### src/rtl/id_ex_hazard_reg.sv
// ID/EX pipeline register with load-use hazard detection, bubble insertion on
// stall or branch flush, and saturating stall/flush counters.
module id_ex_hazard_reg #(
  parameter int DATA_W = 32,
  parameter int CNT_W  = 16
) (
  input  logic              clk,
  input  logic              arst,
  input  logic              enable,
  input  logic              flush,
  input  logic              id_valid,
  input  logic [4:0]        id_rs,
  input  logic [4:0]        id_rt,
  input  logic [4:0]        id_rd,
  input  logic [DATA_W-1:0] id_rs_data,
  input  logic [DATA_W-1:0] id_rt_data,
  input  logic [DATA_W-1:0] id_imm,
  input  logic [7:0]        id_ctrl,
  output logic              ex_valid,
  output logic [4:0]        ex_rs,
  output logic [4:0]        ex_rt,
  output logic [4:0]        ex_rd,
  output logic [DATA_W-1:0] ex_rs_data,
  output logic [DATA_W-1:0] ex_rt_data,
  output logic [DATA_W-1:0] ex_imm,
  output logic [7:0]        ex_ctrl,
  output logic              stall,
  output logic              pc_write,
  output logic              if_id_write,
  output logic [CNT_W-1:0]  stall_cnt,
  output logic [CNT_W-1:0]  flush_cnt
);

  localparam logic [CNT_W-1:0] CNT_MAX = {CNT_W{1'b1}};

  logic hz;

  // A load to $0 never creates a dependency, so ex_rt == 0 is excluded.
  assign hz = ex_valid & ex_ctrl[6] & (ex_rt != 5'd0) & id_valid &
              ((ex_rt == id_rs) | (ex_rt == id_rt));

  // Flush wins so the PC is free to take the branch target.
  assign stall       = hz & ~flush;
  assign pc_write    = ~stall;
  assign if_id_write = ~stall;

  always_ff @(posedge clk or posedge arst) begin
    if (arst) begin
      ex_valid   <= 1'b0;
      ex_rs      <= '0;
      ex_rt      <= '0;
      ex_rd      <= '0;
      ex_rs_data <= '0;
      ex_rt_data <= '0;
      ex_imm     <= '0;
      ex_ctrl    <= '0;
      stall_cnt  <= '0;
      flush_cnt  <= '0;
    end else if (enable) begin
      if (flush || stall) begin
        ex_valid   <= 1'b0;
        ex_rs      <= '0;
        ex_rt      <= '0;
        ex_rd      <= '0;
        ex_rs_data <= '0;
        ex_rt_data <= '0;
        ex_imm     <= '0;
        ex_ctrl    <= '0;
        if (flush) begin
          if (flush_cnt != CNT_MAX) flush_cnt <= flush_cnt + 1'b1;
        end else begin
          if (stall_cnt != CNT_MAX) stall_cnt <= stall_cnt + 1'b1;
        end
      end else begin
        ex_valid   <= id_valid;
        ex_rs      <= id_rs;
        ex_rt      <= id_rt;
        ex_rd      <= id_rd;
        ex_rs_data <= id_rs_data;
        ex_rt_data <= id_rt_data;
        ex_imm     <= id_imm;
        // An invalid slot must never carry write/read enables into EX.
        ex_ctrl    <= id_valid ? id_ctrl : 8'h00;
      end
    end
  end

endmodule
### config.mk
export PLATFORM = sky130hd
export DESIGN_NAME = id_ex_hazard_reg
export DESIGN_NICKNAME = d
export VERILOG_FILES = /design/src/rtl/id_ex_hazard_reg.sv
export SDC_FILE = /design/constraint.sdc
export NUM_CORES = 1
export LEC_CHECK = 0
export ABC_AREA = 1
export BUFFER_PORTS_ARGS = -buffer_cell sky130_fd_sc_hd__buf_4
export CELL_PAD_IN_SITES_DETAIL_PLACEMENT = 1
export CELL_PAD_IN_SITES_GLOBAL_PLACEMENT = 1
export CORE_ASPECT_RATIO = 1.2
export CORE_MARGIN = 2
export CORE_UTILIZATION = 31
export DETAILED_ROUTE_END_ITERATION = 7
export PLACE_DENSITY_LB_ADDON = 0.1
export SYNTH_ARGS = -nofsm -noshare
export SYNTH_HDL_FRONTEND = slang
export SYNTH_SLANG_ARGS = --single-unit
### constraint.sdc
create_clock -name clk -period 4.1 [get_ports clk]
set_input_delay 0.41 -clock clk [delete_from_list [all_inputs] [get_ports clk]]
set_output_delay 0.41 -clock clk [all_outputs]
set_load 0.01 [all_outputs]
==> results of run 1 <==
## final timing paths
kind | from | to | slack [ns]
setup / recovery | ex_rt[0]$_DFFE_PP0P_ | pc_write | 1.79
hold / removal | arst | ex_imm[27]$_DFFE_PP0P_ | 0.16
setup reg to reg | ex_rt[0]$_DFFE_PP0P_ | ex_rs_data[7]$_DFFE_PP0P_ | 1.99
hold reg to reg | ex_ctrl[1]$_DFFE_PP0P_ | ex_ctrl[1]$_DFFE_PP0P_ | 0.48
max in group asynchronous | arst | ex_rs_data[15]$_DFFE_PP0P_ | 2.96
min in group clk | id_imm[28] | ex_imm[28]$_DFFE_PP0P_ | 0.17
## flip-flops by register name, summed over array words and instances (netlist names), 5 cells and up
name        cells
ex_imm         32
ex_rs_data     32
ex_rt_data     32
flush_cnt      16
stall_cnt      16
ex_ctrl         8
ex_rd           5
ex_rs           5
ex_rt           5
## stage by stage
stage,hold slack (ns),worst slack (ns)
after floorplan,0.515,1.77
after global placement,0.464,1.60
after detailed placement,0.466,1.51
after CTS,0.152,1.74
after global routing,0.158,1.61
final,0.163,1.79
## cell usage in the layout, fill, tap and decap left out, drive strengths merged
| master | instances |
|---|---|
| nand4 | 12 |
| xnor2 | 8 |
| xor2 | 9 |
| inv | 46 |
| buf | 284 |
| clkinv | 4 |
| nor2 | 35 |
| clkbuf | 20 |
| o21ai | 9 |
| bufinv | 5 |
| nor3 | 6 |
| nand2 | 456 |
| nand3b | 10 |
| a21boi | 1 |
| dfrtp | 152 |
| nand3 | 24 |
| clkinvlp | 1 |
| ha | 2 |
## per-layer routing
metal / up-vias / share of wire (%)
met2: 157 / 51
met4: 0 / 2.2
met1: 2855 / 39
met5: - / 0
met3: 29 / 7.6
li1: 2968 / -
## worst max-delay path: cells and delay by family, from the launching register on
family,cells,cell delay [ns]
flops,1,0.47
buf+inv,2,0.21
simple gates,7,0.79
## final cells by class
class                   instances  area [sq um]  share of cell area (%)
flip-flops and latches        152          3800                    39.9
clock buffers                  20           447                    4.68
clock inverters                12           211                    2.22
inverters                      44           170                    1.78
well taps                     270           338                    3.54
multi-input cells             572          2420                    25.4
repair buffers                284          2140                    22.5
## report_power, final
group          internal [uW]  switching (uW)  total (uW)  leakage, uW
Combinational            288             309         597      0.00309
Sequential              1610            90.8        1710      0.00197
Clock                   1110             672        1780     0.000320
Total                   3010            1070        4080      0.00539
## logic make-up after synthesis
| kind of cell | count (synthesis) | synth area share (%) |
|---|---|---|
| fa+ha+maj | 2 | 0.379 |
| compound gates | 10 | 0.853 |
| flops | 152 | 57.6 |
| simple gates | 543 | 33.0 |
| xor+xnor | 17 | 2.37 |
| buf+inv | 74 | 5.80 |
==> flow_summary.toml, run 1 <==
[flow_run]
drv_cap = 0

[synthesis]
synth_top_area_cell = "dfrtp_1"
synthArstFlopShare_pct = 100
synthCells = 798
synthTopCellsByArea = "dfrtp_1 58%, nand2_1 26%, inv_1 2.2%"
netlist_area_sq_mm = 0.00660
ys_types = 23
synth_common_cells = "453 x nand2_1, 152 x dfrtp_1, 38 x inv_1"
ys_dominant_reg_cell = "dfrtp_1"
yosysMostFrequentCell = "nand2_1"
yosys_warnings = 0
synth_top_area_share_pct = 57.6
ys_seq_elements = 152
synth_edf_count = 0
synth.avg_cell_area_sq_um = 8.27
ys_seq_area_share_pct = 57.6
syn_nets = 924

[timing]
period_minus_slack_ns = 2.31
worst_slew_pin_slew_ns = 0.912
hold_violations = 0
fin_crit_sh_pct = 56.3
max_slew_margin_pct = 39.1
drv_slew = 0
max_freq_mhz = 433
rsz0062_at_grt = "no"
setup-tns-final_ns = 0
finalSetupViolCount = 0
clock_skew_ns = 0.0107

[pwr]
ir_drop_mv = 0.270
power_uw = 4080
power_density_mw_per_mm2 = 428
total_leakage_power_uw = 0.00539

[global_route]
grt.busiest_layer = "met2"
grt_pass1_wl_mm = 34.3
track_usage_pct = 19.8
met3_usage_pct = 7.22
grt-ovfl-total = 0
grt_start_max_net_pins = 78
grt_use_met2_pct = 33.9
grt_pass1_vias = 6395
globalRouteMet1Util_pct = 22.9
antenna_found_initial = 0

[critical_path]
cp-end-kind = "output pin"
cp_max_fo = 7
slowest_delay_ns = 0.47
critPathLaunchType = "flop"
critPathArrivalTime_ns = 1.90
cpMostUsedCell = "nor2_1"
crit_chain = "nor2_1 -> nor2_1 -> nor2_1 -> nand3_2 -> nand2_4 -> nand2_4 -> nor2_1 -> inv_1 -> buf_4"
cp.required_ns = 3.69
cpMaxStageDelayCell = "dfrtp_1"
r2r_cells = 8
critPathKind = "reg2out"

[finish]
drive_gt1_share_pct = 30.4
postLayoutCoreUtil_pct = 45.6
final_area_sq_mm = 0.00954
diodes = 0
final_cells = 1354
n_fill_cell = 2522
nNetsFinal = 1197
syn_to_final_growth_pct = 44.5

[placed_design]
dp_cells = 1322
placed_area_sq_mm = 0.00888
dp_hpwl_mm = 15.4
gp_congestion = 0.766
place.port_buffers = 278

[floorplan]
die_w_um = 137
dieArea_sq_mm = 0.0225
start_util_pct = 31.6
ios = 279
die_h_um = 164
rows = 58
core_area_sq_mm = 0.0209

[cts]
cts_setup_buffers = 0
cts_root_buffer = "clkbuf_16"
clkLatencyLatePin_ns = 0.43
hold_buffers = 0
htreeDepth = 4
cts.sinks = 152
ctsResizeCount = 0
cts_max_path_buffers = 2
clk_pin_slew_ns = 0.07
cts_made_buffers = 17
cts_tree = "done"

[detailed_routing]
vias = 6009
dr.pass1.iters = 4
wl_per_cell_um = 15.8
postRouteAntennaNets = 0
drc = 0
initialDrtViolationCount = 232
wirelength_mm = 21.4
viasPerCell = 4.44

[run_status]
status = "completed"

[min_path]
hp-class = "in2async"
(Power assumes the default switching activity.)
==> run 2: changes to the inputs <==
Settings changed: CORE_UTILIZATION 31 to 34.
Clock period 4.1 ns to 2.2 ns, I/O delays scaled along.
==> run 2 against run 1 <==
Worst setup slack got worse by 1.6 ns. Critical path depth did not move. Sequential cell count did not move. Core utilization rose by 9.8 points. Register-to-register slack got worse by 1.8 ns. Sequential share of layout area fell by 3.6 points. Largest cell class unchanged. Combinational power rose by 120%. Highest routed layer unchanged. Hold slack got worse by 0.15 ns. Clock skew fell by 0.0010 ns.
==> flow_summary.toml, run 2 (synthesis gave the netlist of run 1 again) <==
[min_path]
hp-class = "in2reg"
worstHoldEndpoint = "ex_rt_data[5]$_DFFE_PP0P_"
hold_depth = 3
hold_start = "id_rt_data[5]"

[floorplan]
core_area_sq_mm = 0.0189
die_h_um = 157
rows = 55
ios = 279
dieArea_sq_mm = 0.0206
die_w_um = 131
start_util_pct = 34.9

[placed_design]
post-place-ws_ns = 0.203
place.port_buffers = 278
dp_cells = 1309
gp_congestion = 0.774
dp_hpwl_mm = 15.3

[critical_path]
r2r-end = "stall_cnt[13]$_DFFE_PP0P_"
r2r_cells = 8
critPathArrivalTime_ns = 1.80
r2r_start = "stall_cnt[0]$_DFFE_PP0P_"
cp-end-kind = "output pin"
critPathLaunchType = "flop"
cp.required_ns = 1.98
cp_max_fo = 7
critPathKind = "reg2out"
r2r_setup_slack_ns = 0.22

[finish]
final_common_cell = "nand2_1"
layout_common_cells = "453 x nand2_1, 284 x buf_4, 149 x dfrtp_1, 94 x dlygate4sd3_1, 37 x inv_1"
final_cells = 1441
n_fill_cell = 2279
top_regs = "ex_imm (32), ex_rs_data (32), ex_rt_data (32)"
syn_to_final_growth_pct = 58.9
nNetsFinal = 1296
drive_gt1_share_pct = 28.7
register_area_sq_mm = 0.00381
multi_input_area_sq_mm = 0.00243

[global_route]
grt_pass1_vias = 7273
antenna_found_initial = 1
grt_pass1_wl_mm = 38.2
grt-ovfl-total = 0
track_usage_pct = 23.5
grt_start_max_net_pins = 117

[timing]
hold_violations = 0
setup_slack_ns = 0.177
period_minus_slack_ns = 2.02
finalSetupViolCount = 0
clock_skew_ns = 0.00963
max_freq_mhz = 494
worst_slew_pin_slew_ns = 0.601
max_slew_margin_pct = 59.9
drv_slew = 0
fin_crit_sh_pct = 92.0
rsz0062_at_grt = "no"
holdWs_ns = 0.0103
setup-tns-final_ns = 0

[pwr]
p_sw_uw = 2030
p_sw_share_pct = 26.9
clkPwrFrac_pct = 40.6
ir_drop_mv = 0.508
pwr-share-comb_pct = 17.1
p_int_uw = 5510
power_uw = 7540
power_density_mw_per_mm2 = 718
seqPwrFrac_pct = 42.3
total_leakage_power_uw = 0.00578

[cts]
cts_max_path_buffers = 2
clkLatencyLatePin_ns = 0.42
htreeDepth = 4
cts_tree = "done"
cts.sinks = 152
clk_pin_slew_ns = 0.06
cts_root_buffer = "clkbuf_16"
cts_made_buffers = 17

[detailed_routing]
vias = 6696
wirelength_mm = 24.0
postRouteAntennaNets = 0
wl_per_cell_um = 16.6
dr.pass1.iters = 5
drc = 0
initialDrtViolationCount = 333
viasPerCell = 4.65

[flow_run]
drv_cap = 0

[run_status]
status = "completed"
==> run 2: stage by stage <==
step,utilization [%],cell area (sq um)
global placement,47.1,8910
detailed placement,47.1,8910
floorplan,-,6610
finish,55.5,10500
global route,55.4,10500
CTS,55.2,10500
==> run 2: cell type report <==
class / instances / area share (%)
clock buffers: 20 / 4.35
flip-flops and latches: 152 / 36.3
repair buffers: 382 / 30.0
diodes: 2 / 0.0477
clock inverters: 12 / 1.42
well taps: 256 / 3.05
inverters: 44 / 1.62
multi-input cells: 573 / 23.2
==> run 2: worst max-delay path, stage by stage, from the launching register on <==
cell and delay (ns):
dfrtp_2 0.45, nor2_1 0.12, nor2_1 0.05, nor2_1 0.15
nand3_2 0.10, nand2_4 0.12, nand2_4 0.08, nor2_2 0.11
inv_1 0.07, buf_4 0.14
==> run 2: what timing repair did <==
action / CTS / global route
setup buffers: 0 / 3
endpoints found under the setup margin: 0 / 8
resized for setup: 0 / 4
hold buffers: 94 / 0
endpoints found under the hold margin: 144 / 0
==> run 2: power groups by stage <==
stage / clock network [uW] / logic, uW / registers [uW]
after CTS: 3130 / 1290 / 3190
after global routing: 3260 / 1410 / 3220
after detailed placement: 0 / 1150 / 3230
after floorplan: 0 / 380 / 3310
final: 3060 / 1290 / 3190
after global placement: 0 / 1130 / 3220
==> run 2: worst max path at each step <==
stage / to / startpoint / slack, ns / depth (start not counted)
5_1_grt: if_id_write / ex_rt[0]$_DFFE_PP0P_ / 0.003 / 9
3_3_place_gp: stall_cnt[3]$_DFFE_PP0P_ / ex_rt[3]$_DFFE_PP0P_ / 0.27 / 11
3_5_place_dp: stall_cnt[14]$_DFFE_PP0P_ / stall_cnt[0]$_DFFE_PP0P_ / 0.20 / 9
2_1_floorplan: ex_ctrl[0]$_DFFE_PP0P_ / arst / 0.06 / 1
4_1_cts: pc_write / ex_rt[3]$_DFFE_PP0P_ / 0.06 / 10
6_report: pc_write / ex_rt[0]$_DFFE_PP0P_ / 0.18 / 9
==> run 2: per-layer routing <==
metal  vias up  wire [um]  GRT usage, %
met5         -          0             0
met3        61       1270          6.32
met4         0       1110          12.3
met1      3259       9130          25.9
li1       3169          -             -
met2       207      12500          41.9
